### config.mk
export PLATFORM = sky130hd
export DESIGN_NAME = alu_pipelined
export DESIGN_NICKNAME = d
export VERILOG_FILES = /design/src/rtl/alu_pipelined.sv
export SDC_FILE = /design/constraint.sdc
export NUM_CORES = 1
export LEC_CHECK = 0
export ABC_AREA = 1
export CAP_MARGIN = 15
export CELL_PAD_IN_SITES_DETAIL_PLACEMENT = 1
export CELL_PAD_IN_SITES_GLOBAL_PLACEMENT = 1
export CORE_MARGIN = 5
export CORE_UTILIZATION = 39
export CTS_BUF_LIST = sky130_fd_sc_hd__clkbuf_8
export CTS_CLUSTER_SIZE = 8
export DETAILED_ROUTE_END_ITERATION = 7
export PLACE_DENSITY = 0.75
export SYNTH_ARGS = -nofsm -noshare
export SYNTH_HDL_FRONTEND = slang
export SYNTH_SLANG_ARGS = --single-unit
### constraint.sdc
create_clock -name clk -period 1.95 [get_ports clk]
set_input_delay 0.585 -clock clk [delete_from_list [all_inputs] [get_ports clk]]
set_output_delay 0.585 -clock clk [all_outputs]
set_load 0.1 [all_outputs]
### src/rtl/alu_pipelined.sv
// Handshaked ALU: single-cycle logic/add/sub, iterative WIDTH-step shift-add multiply.
// One result register sits between issue (in_*) and writeback (out_*).
module alu_pipelined #(
  parameter int WIDTH = 8
) (
  input  logic             clk,
  input  logic             rst_n,
  input  logic             in_valid,
  output logic             in_ready,
  input  logic [2:0]       in_op,
  input  logic [WIDTH-1:0] in_a,
  input  logic [WIDTH-1:0] in_b,
  output logic             out_valid,
  input  logic             out_ready,
  output logic [WIDTH-1:0] out_result,
  output logic             out_carry,
  output logic             out_zero,
  output logic             out_err,
  output logic [2:0]       out_op,
  output logic [1:0]       dbg_state
);

  // Handshake: a transfer happens on a rising edge where valid & ready are both
  // high; valid never waits on ready, and ready may depend combinationally on out_ready.

  localparam int CW = (WIDTH > 2) ? $clog2(WIDTH) : 1;

  localparam logic [2:0] OP_AND = 3'b001;
  localparam logic [2:0] OP_OR  = 3'b010;
  localparam logic [2:0] OP_XOR = 3'b011;
  localparam logic [2:0] OP_ADD = 3'b101;
  localparam logic [2:0] OP_SUB = 3'b110;
  localparam logic [2:0] OP_MUL = 3'b111;

  typedef enum logic [1:0] {
    IDLE = 2'd0,
    BUSY = 2'd1,
    HOLD = 2'd2
  } state_t;

  state_t             state;
  logic [2*WIDTH-1:0] mul_a;
  logic [2*WIDTH-1:0] acc;
  logic [2*WIDTH-1:0] acc_step;
  logic [WIDTH-1:0]   mul_b;
  logic [CW-1:0]      mul_cnt;
  logic               accept;
  logic [WIDTH:0]     add_sum;
  logic [WIDTH:0]     sub_diff;
  logic [WIDTH-1:0]   alu_result;
  logic               alu_carry;
  logic               alu_err;

  assign in_ready  = rst_n & ((state == IDLE) | ((state == HOLD) & out_ready));
  assign accept    = in_valid & in_ready;
  assign out_valid = (state == HOLD);
  assign dbg_state = state;

  // Single-cycle datapath; the top bit of the widened subtract is the borrow.
  always_comb begin
    add_sum    = {1'b0, in_a} + {1'b0, in_b};
    sub_diff   = {1'b0, in_a} - {1'b0, in_b};
    alu_result = '0;
    alu_carry  = 1'b0;
    alu_err    = 1'b0;
    case (in_op)
      OP_AND: alu_result = in_a & in_b;
      OP_OR:  alu_result = in_a | in_b;
      OP_XOR: alu_result = in_a ^ in_b;
      OP_ADD: {alu_carry, alu_result} = add_sum;
      OP_SUB: begin
        alu_result = sub_diff[WIDTH-1:0];
        alu_carry  = sub_diff[WIDTH];
      end
      default: alu_err = 1'b1;
    endcase
  end

  assign acc_step = mul_b[0] ? (acc + mul_a) : acc;

  always_ff @(posedge clk or negedge rst_n) begin
    if (!rst_n) begin
      state      <= IDLE;
      mul_a      <= '0;
      mul_b      <= '0;
      acc        <= '0;
      mul_cnt    <= '0;
      out_result <= '0;
      out_carry  <= 1'b0;
      out_zero   <= 1'b0;
      out_err    <= 1'b0;
      out_op     <= 3'b000;
    end else begin
      case (state)
        IDLE, HOLD: begin
          if (accept) begin
            if (in_op == OP_MUL) begin
              state   <= BUSY;
              mul_a   <= {{WIDTH{1'b0}}, in_a};
              mul_b   <= in_b;
              acc     <= '0;
              mul_cnt <= '0;
            end else begin
              state      <= HOLD;
              out_result <= alu_result;
              out_carry  <= alu_carry;
              out_zero   <= (alu_result == '0);
              out_err    <= alu_err;
              out_op     <= in_op;
            end
          end else if ((state == HOLD) && out_ready) begin
            state <= IDLE;
          end
        end
        BUSY: begin
          acc     <= acc_step;
          mul_a   <= mul_a << 1;
          mul_b   <= mul_b >> 1;
          mul_cnt <= mul_cnt + CW'(1);
          // Last partial product folds in on this edge, so publish acc_step directly.
          if (mul_cnt == CW'(WIDTH-1)) begin
            state      <= HOLD;
            out_result <= acc_step[WIDTH-1:0];
            out_carry  <= |acc_step[2*WIDTH-1:WIDTH];
            out_zero   <= (acc_step[WIDTH-1:0] == '0);
            out_err    <= 1'b0;
            out_op     <= OP_MUL;
          end
        end
        default: state <= IDLE;
      endcase
    end
  end

endmodule

==> impl_metrics.py, run 1 <==
metrics = {
    "setup_path": {
        "cp.required_ns": 2.19,
        "path_cells": "ha_4 > fa_2 > nand3_2 > nand3_2 > nand2_2 > nand2_2 > nand2_2 > nand3b_1 > nand3_2 > nand2_2 > nor2_1 > nand3_1 > nand2_1 > nand2_1",
        "crit_type": "reg2reg",
        "arrival_ns": 2.48,
        "slowest_delay_ns": 0.44,
        "cp_top_family": "simple AND/OR/NAND/NOR gates",
        "crit_fanout": 4,
        "crit_buf_inv": 0,
        "reg2reg_to": "out_carry",
        "reg2regPathDepth": 14,
        "cp_common_cell": "nand2_2",
        "r2r_slack_ns": -0.29,
        "critPathSlowestCell": "fa_2",
        "crit_path_start_kind": "flip-flop",
        "r2r-start": "acc[0]",
        "critPathCaptureType": "flip-flop",
    },
    "global_route": {
        "grt_overflow_total": 0,
        "grt_start_max_net_pins": 60,
        "grt_pass1_wl_um": 33260,
        "grt_usage_pct": 28.72,
        "antenna_found_initial": 0,
        "grt_pass1_vias": 6335,
    },
    "floorplanning": {
        "std_cell_rows": 40,
        "die_area_um2": 14620,
        "fp.dieH_um": 120.9,
        "ioPinCount": 41,
        "floorplan.initialDensity_pct": 39.94,
        "core_um2": 12010,
        "die_w_um": 120.9,
    },
    "sta": {
        "tns_ns": -1.800,
        "layout_setup_ws_ns": -0.2930,
        "min_period_ns": 2.243,
        "max_slew_margin_pct": 46.46,
        "tightest_slew_ns": 0.8032,
        "setup_viol": 15,
        "fin_crit_sh_pct": 115.0,
        "fmax_mhz": 445.8,
        "rsz0062_at_grt": "yes",
        "final_max_slew_viol_count": 0,
        "hold_slack_ns": 0.4901,
        "finClkSkew_ns": 0.01198,
        "hold_viol_final": 0,
    },
    "place": {
        "numPortBuffers": 40,
        "place.gp.congestion": 0.9150,
        "pre_cts_slack_ns": -0.9601,
        "dp_cells": 1003,
        "place.detailed.hpwl_um": 14460,
    },
    "power_and_ir_drop": {
        "p_leak_uw": 0.003785,
        "p_clk_share_pct": 12.1,
        "ir_worst_vdd_uv": 840.9,
        "switching_share_pct": 48.88,
        "combPwrFrac_pct": 65.6,
        "p_seq_share_pct": 22.4,
        "power_switching_uw": 4854,
        "p_per_area_nw_per_um2": 1332,
        "p_int_uw": 5075,
    },
    "clocking": {
        "clkSinkCount": 59,
        "cts_max_level": 3,
        "clock_latency_ns": 0.35,
        "clkSlewWorstSetupHoldPaths_ns": 0.07,
        "clk_path_buf_depth": 2,
        "cts_buffers": 9,
        "cts_tree": "yes",
        "postCtsHoldBufs": 0,
        "root_buffer": "clkbuf_8",
    },
    "routing": {
        "routedWlPerCell_um": 20.41,
        "initialDrtViolationCount": 346,
        "antenna_left": 0,
        "viasPerCell": 5.528,
        "firstDrtPassIters": 4,
        "drc": 0,
        "route.vias.total": 5771,
        "finalWirelength_um": 21300,
    },
    "logic_synthesis": {
        "synth_area_um2": 4797,
        "synth.avg_cell_area_um2": 6.681,
        "synth_cells": 718,
        "yosys.area.top_type": "dfrtp_1",
        "seq_area_frac_synth_pct": 30.78,
        "yosys.cell_types.count": 36,
        "ys_top_cells_by_area": "dfrtp_1, nand2_1, ha_1, inv_1, nand3_1",
        "syn-num-nets": 785,
        "ys_async_sr_fraction_pct": 100.0,
        "synth_most_common_cell": "nand2_1",
        "ys.flop_type": "dfrtp_1",
        "yosysTopAreaCellShare_pct": 30.78,
        "synth-seq-cells": 59,
        "ys_top_cells_by_count": "nand2_1, inv_1, nand3_1",
        "yosysWarnings": 0,
        "synth-edff-count": 0,
    },
    "final_layout": {
        "final-seq-area_um2": 1481,
        "final_net_count": 959,
        "stdcell_count": 1044,
        "drive_gt1_share_pct": 39.02,
        "n_antenna_cell": 0,
        "syn_to_final_growth_pct": 55.37,
        "post-route-util_pct": 62.05,
        "multiInputGateArea_um2": 3448,
        "fill_cells": 1505,
    },
    "flow_run": {
        "maxCapViolCount": 0,
    },
    "hold_path": {
        "hold_class": "in2async",
    },
    "run_status": {
        "violations": "negative setup slack",
        "status": "complete, but fails checks",
    },
}
per-stage QoR:
stage / total power (µW) / area [µm²]
after floorplan: 5092 / 4835
after global placement: 7113 / 6419
after detailed placement: 7372 / 6419
after CTS: 9332 / 7204
after global routing: 10540 / 7453
final: 9929 / 7453
routing by layer:
metal | routed length, µm | up-vias | global-route usage, % | part of all wire (%)
li1 | - | 2665 | - | -
met1 | 8482 | 2880 | 34.13 | 40
met2 | 11180 | 162 | 52.38 | 52
met3 | 837 | 64 | 3.497 | 3.9
met4 | 800 | 0 | 11.19 | 3.8
met5 | 0 | - | 0 | 0
power groups by stage:
stage	sequential (µW)	clock, µW	combinational, µW
after CTS	2210	1200	5920
final	2220	1200	6510
after floorplan	2680	0	2410
after global routing	2270	1260	7010
after global placement	2100	0	5020
after detailed placement	2120	0	5250
registers in the layout (all words and copies together) (netlist names):
register	count
acc	16
dbg_state	2
mul_a	16
mul_b	8
mul_cnt	3
out_carry	1
out_err	1
out_op	3
out_result	8
out_zero	1
repair_timing:
action,in CTS,in global routing
endpoints found under the setup margin,37,26
setup buffers,16,10
pin swaps,44,35
gates resized for setup,142,72
cloned,0,0
layout by cell type, fill, tap and decap left out, types with 12 or more instances in the layout:
cell / Yosys / final
a21oi_1: 31 / 17
a21oi_2: 2 / 16
buf_12: 0 / 21
buf_4: 3 / 136
clkbuf_8: 0 / 12
dfrtp_1: 59 / 57
ha_1: 41 / 16
ha_4: 0 / 20
inv_1: 111 / 95
inv_2: 7 / 24
nand2_1: 208 / 174
nand2_2: 2 / 33
nand3_1: 77 / 53
nand3_2: 1 / 24
nor2_1: 51 / 37
nor2_2: 1 / 12
o211ai_1: 14 / 14
o21ai_0: 34 / 23
o22ai_1: 17 / 17
worst max-delay path by stage:
stage,endpoint,start,depth (start not counted),slack (ns)
2_1_floorplan,out_result[3],dbg_state[1],10,-0.62
3_3_place_gp,out_zero,in_b[0],13,-0.82
3_5_place_dp,out_zero,in_b[0],13,-0.96
4_1_cts,out_carry,acc[0],13,-0.24
5_1_grt,out_carry,acc[0],13,-0.38
6_report,out_carry,acc[0],14,-0.29
kinds of logic (layout without fill, tap and decap cells):
| group | after synthesis | count (layout) | share of synthesized area, % |
|---|---|---|---|
| xor+xnor | 1 | 1 | 0.1826 |
| simple gates | 362 | 362 | 32.08 |
| buf+inv | 141 | 320 | 11.50 |
| compound gates | 111 | 111 | 13.51 |
| fa+ha+maj | 44 | 44 | 11.95 |
| flops | 59 | 59 | 30.78 |
layout make-up:
type	instances	share of cell area, %
clock buffer	12	2.216
sequential	59	19.88
clock inverter	4	0.5540
multi-input combinational	518	46.26
inverter	119	6.060
tap	147	2.468
timing repair buffer	185	22.56
Power figures use the tool's default switching activity.
==> run 2, diff against run 1 <==
GPL_TIMING_DRIVEN = 0   (was not set)
==> run 2 against run 1 <==
Hold slack worse by 0.42 ns. Maximum frequency is 6.5% higher. Utilization is 5.6 points lower. Global-route usage fell by 4.2 points. Sequential share of layout area up 2.1 points. Sequential power hardly changed. Clock-buffer cell count stayed put. Worst setup slack improved by 0.14 ns. Clock skew rose by 0.0064 ns. Routed wire length decreased by 8.6%. The run still ends with negative setup slack left.
==> impl_metrics.py, run 2 (synthesis gave the netlist of run 1 again) <==
metrics = {
    "final_layout": {
        "multiInputGateArea_um2": 3522,
        "n_antenna_cell": 0,
        "fill_cells": 1514,
        "final_common_cell": "nand2_1",
        "final_net_count": 875,
        "final_cell_mix": "nand2_1, inv_1, dfrtp_1, nand3_1, buf_4",
        "final-seq-area_um2": 1488,
        "reg_top3": "acc: 16 flops, mul_a: 16 flops",
        "syn_to_final_growth_pct": 41.31,
        "drive_gt1_share_pct": 33.21,
        "final_design_area_no_fill_um2": 6779,
    },
    "place": {
        "place.gp.congestion": 0.8482,
        "numPortBuffers": 40,
        "place_area_um2": 5416,
        "place.detailed.hpwl_um": 12910,
    },
    "setup_path": {
        "critPathCaptureType": "flip-flop",
        "crit_buf_inv": 6,
        "r2r-start": "mul_a[0]",
        "cp.required_ns": 2.22,
        "crit_fanout": 8,
        "crit_type": "in2reg",
        "cp_common_cell": "nand2_1",
        "path_cells": "buf_4 > inv_2 > ha_4 > buf_6 > inv_8 > nand2_1 > nand2_2 > buf_4 > nand2_1 > nand3_2 > nand2_1 > nand3_1 > nand2_1 > nand3_1 > inv_1 > nand3_1 > a21oi_1",
        "slowest_delay_ns": 0.26,
        "critPathSlowestCell": "ha_4",
        "r2r_slack_ns": -0.15,
        "crit_path_start_kind": "input pin",
        "reg2regPathDepth": 14,
        "arrival_ns": 2.37,
        "reg2reg_to": "out_carry",
        "cp_top_family": "simple AND/OR/NAND/NOR gates",
    },
    "routing": {
        "viasPerCell": 5.610,
        "antenna_left": 0,
        "drc": 0,
        "firstDrtPassIters": 4,
        "finalWirelength_um": 19480,
        "routedWlPerCell_um": 20.29,
        "initialDrtViolationCount": 214,
        "route.vias.total": 5386,
    },
    "sta": {
        "max_slew_margin_pct": 60.66,
        "min_period_ns": 2.105,
        "setup_viol": 11,
        "fmax_mhz": 475.0,
        "hold_slack_ns": 0.06637,
        "tightest_slew_ns": 0.5901,
        "fin_crit_sh_pct": 108.0,
        "hold_viol_final": 0,
        "final_max_slew_viol_count": 0,
        "finClkSkew_ns": 0.01835,
        "rsz0062_at_grt": "yes",
        "layout_setup_ws_ns": -0.1552,
    },
    "floorplanning": {
        "floorplan.initialDensity_pct": 39.94,
        "die_area_um2": 14620,
        "core_um2": 12010,
        "fp.dieH_um": 120.9,
        "std_cell_rows": 40,
        "ioPinCount": 41,
        "die_w_um": 120.9,
    },
    "global_route": {
        "grt_overflow_total": 0,
        "grt_start_max_net_pins": 61,
        "antenna_found_initial": 0,
        "grt_pass1_wl_um": 28480,
        "grt_usage_pct": 24.53,
        "grt_pass1_vias": 5591,
    },
    "power_and_ir_drop": {
        "p_leak_uw": 0.003337,
        "p_per_area_nw_per_um2": 1357,
        "ir_worst_vdd_uv": 752.1,
    },
    "clocking": {
        "cts_tree": "yes",
        "clk_path_buf_depth": 2,
        "cts_buffers": 9,
        "clock_latency_ns": 0.34,
        "postCtsHoldBufs": 0,
        "clkSlewWorstSetupHoldPaths_ns": 0.08,
        "clkSinkCount": 59,
        "cts_max_level": 3,
        "root_buffer": "clkbuf_8",
    },
    "run_status": {
        "status": "complete, but fails checks",
        "violations": "negative setup slack",
    },
    "flow_run": {
        "maxCapViolCount": 0,
    },
    "hold_path": {
        "hold_class": "in2async",
    },
}
run 2: cell count changes in the layout (fill, tap and decap cells not counted), sizes merged, moves of 2 or more:
cell / change
clkdlybuf4s15: +11
buf: -101
dlygate4sd2: -4
inv: -2
clkbuf: +9
run 2: metal layers:
layer  global-route usage (%)  wire (µm)  up-vias
met1                    31.03       8249     2666
met2                    43.94       9918      172
met3                    3.124        787       45
met5                        0          0        -
li1                         -          -     2503
met4                    6.445        521        0
run 2: worst max path at each step:
stage | slack (ns) | startpoint | to | cells past startpoint
final | -0.16 | in_a[3] | out_zero | 17
after global routing | -0.30 | mul_a[0] | out_zero | 13
after CTS | -0.27 | out_ready | in_ready | 4
after detailed placement | -1.40 | rst_n | in_ready | 3
after global placement | -3.41 | rst_n | in_ready | 3
after floorplan | -0.62 | dbg_state[1] | out_result[3] | 10
run 2: worst reg2reg max path: cells and delay by family, from the launching register on:
kind                     cells  cell delay [ns]
adder cells (fa/ha/maj)      2             0.58
flip-flops                   1             0.41
AND/OR/NAND/NOR             12             1.01
run 2: per-stage QoR:
step / std cells / power, µW / util [%] / TNS (ns) / setup WS, ns
after floorplan: 718 / 5092 / - / -32.80 / -0.6179
after global routing: 960 / 9797 / 56.44 / -1.758 / -0.2967
final: 960 / 9200 / 56.44 / -0.7118 / -0.1552
after detailed placement: 905 / 6352 / 45.09 / -41.19 / -1.400
after global placement: 905 / 6180 / 45.11 / -259.82 / -3.408
after CTS: 935 / 8313 / 51.99 / -1.716 / -0.2681
run 2: repair_timing:
item	in CTS	in global routing
pin swaps	37	49
setup endpoints to repair	76	61
gates cloned	1	1
gates resized for setup	255	110
setup buffers	13	24
run 2: cell type report:
type | instances | share of cell area (%)
buffer | 22 | 2.344
timing repair buffer | 79 | 10.74
tap | 147 | 2.713
inverter | 119 | 7.124
multi-input combinational | 518 | 51.96
sequential | 59 | 21.95
clock buffer | 12 | 2.436
clock inverter | 4 | 0.7383
run 2: power by group:
part / switching, µW / leakage, µW / internal, µW
Clock: 528 / 0.000110 / 694
Combinational: 3650 / 0.00249 / 2130
Sequential: 492 / 0.000739 / 1710
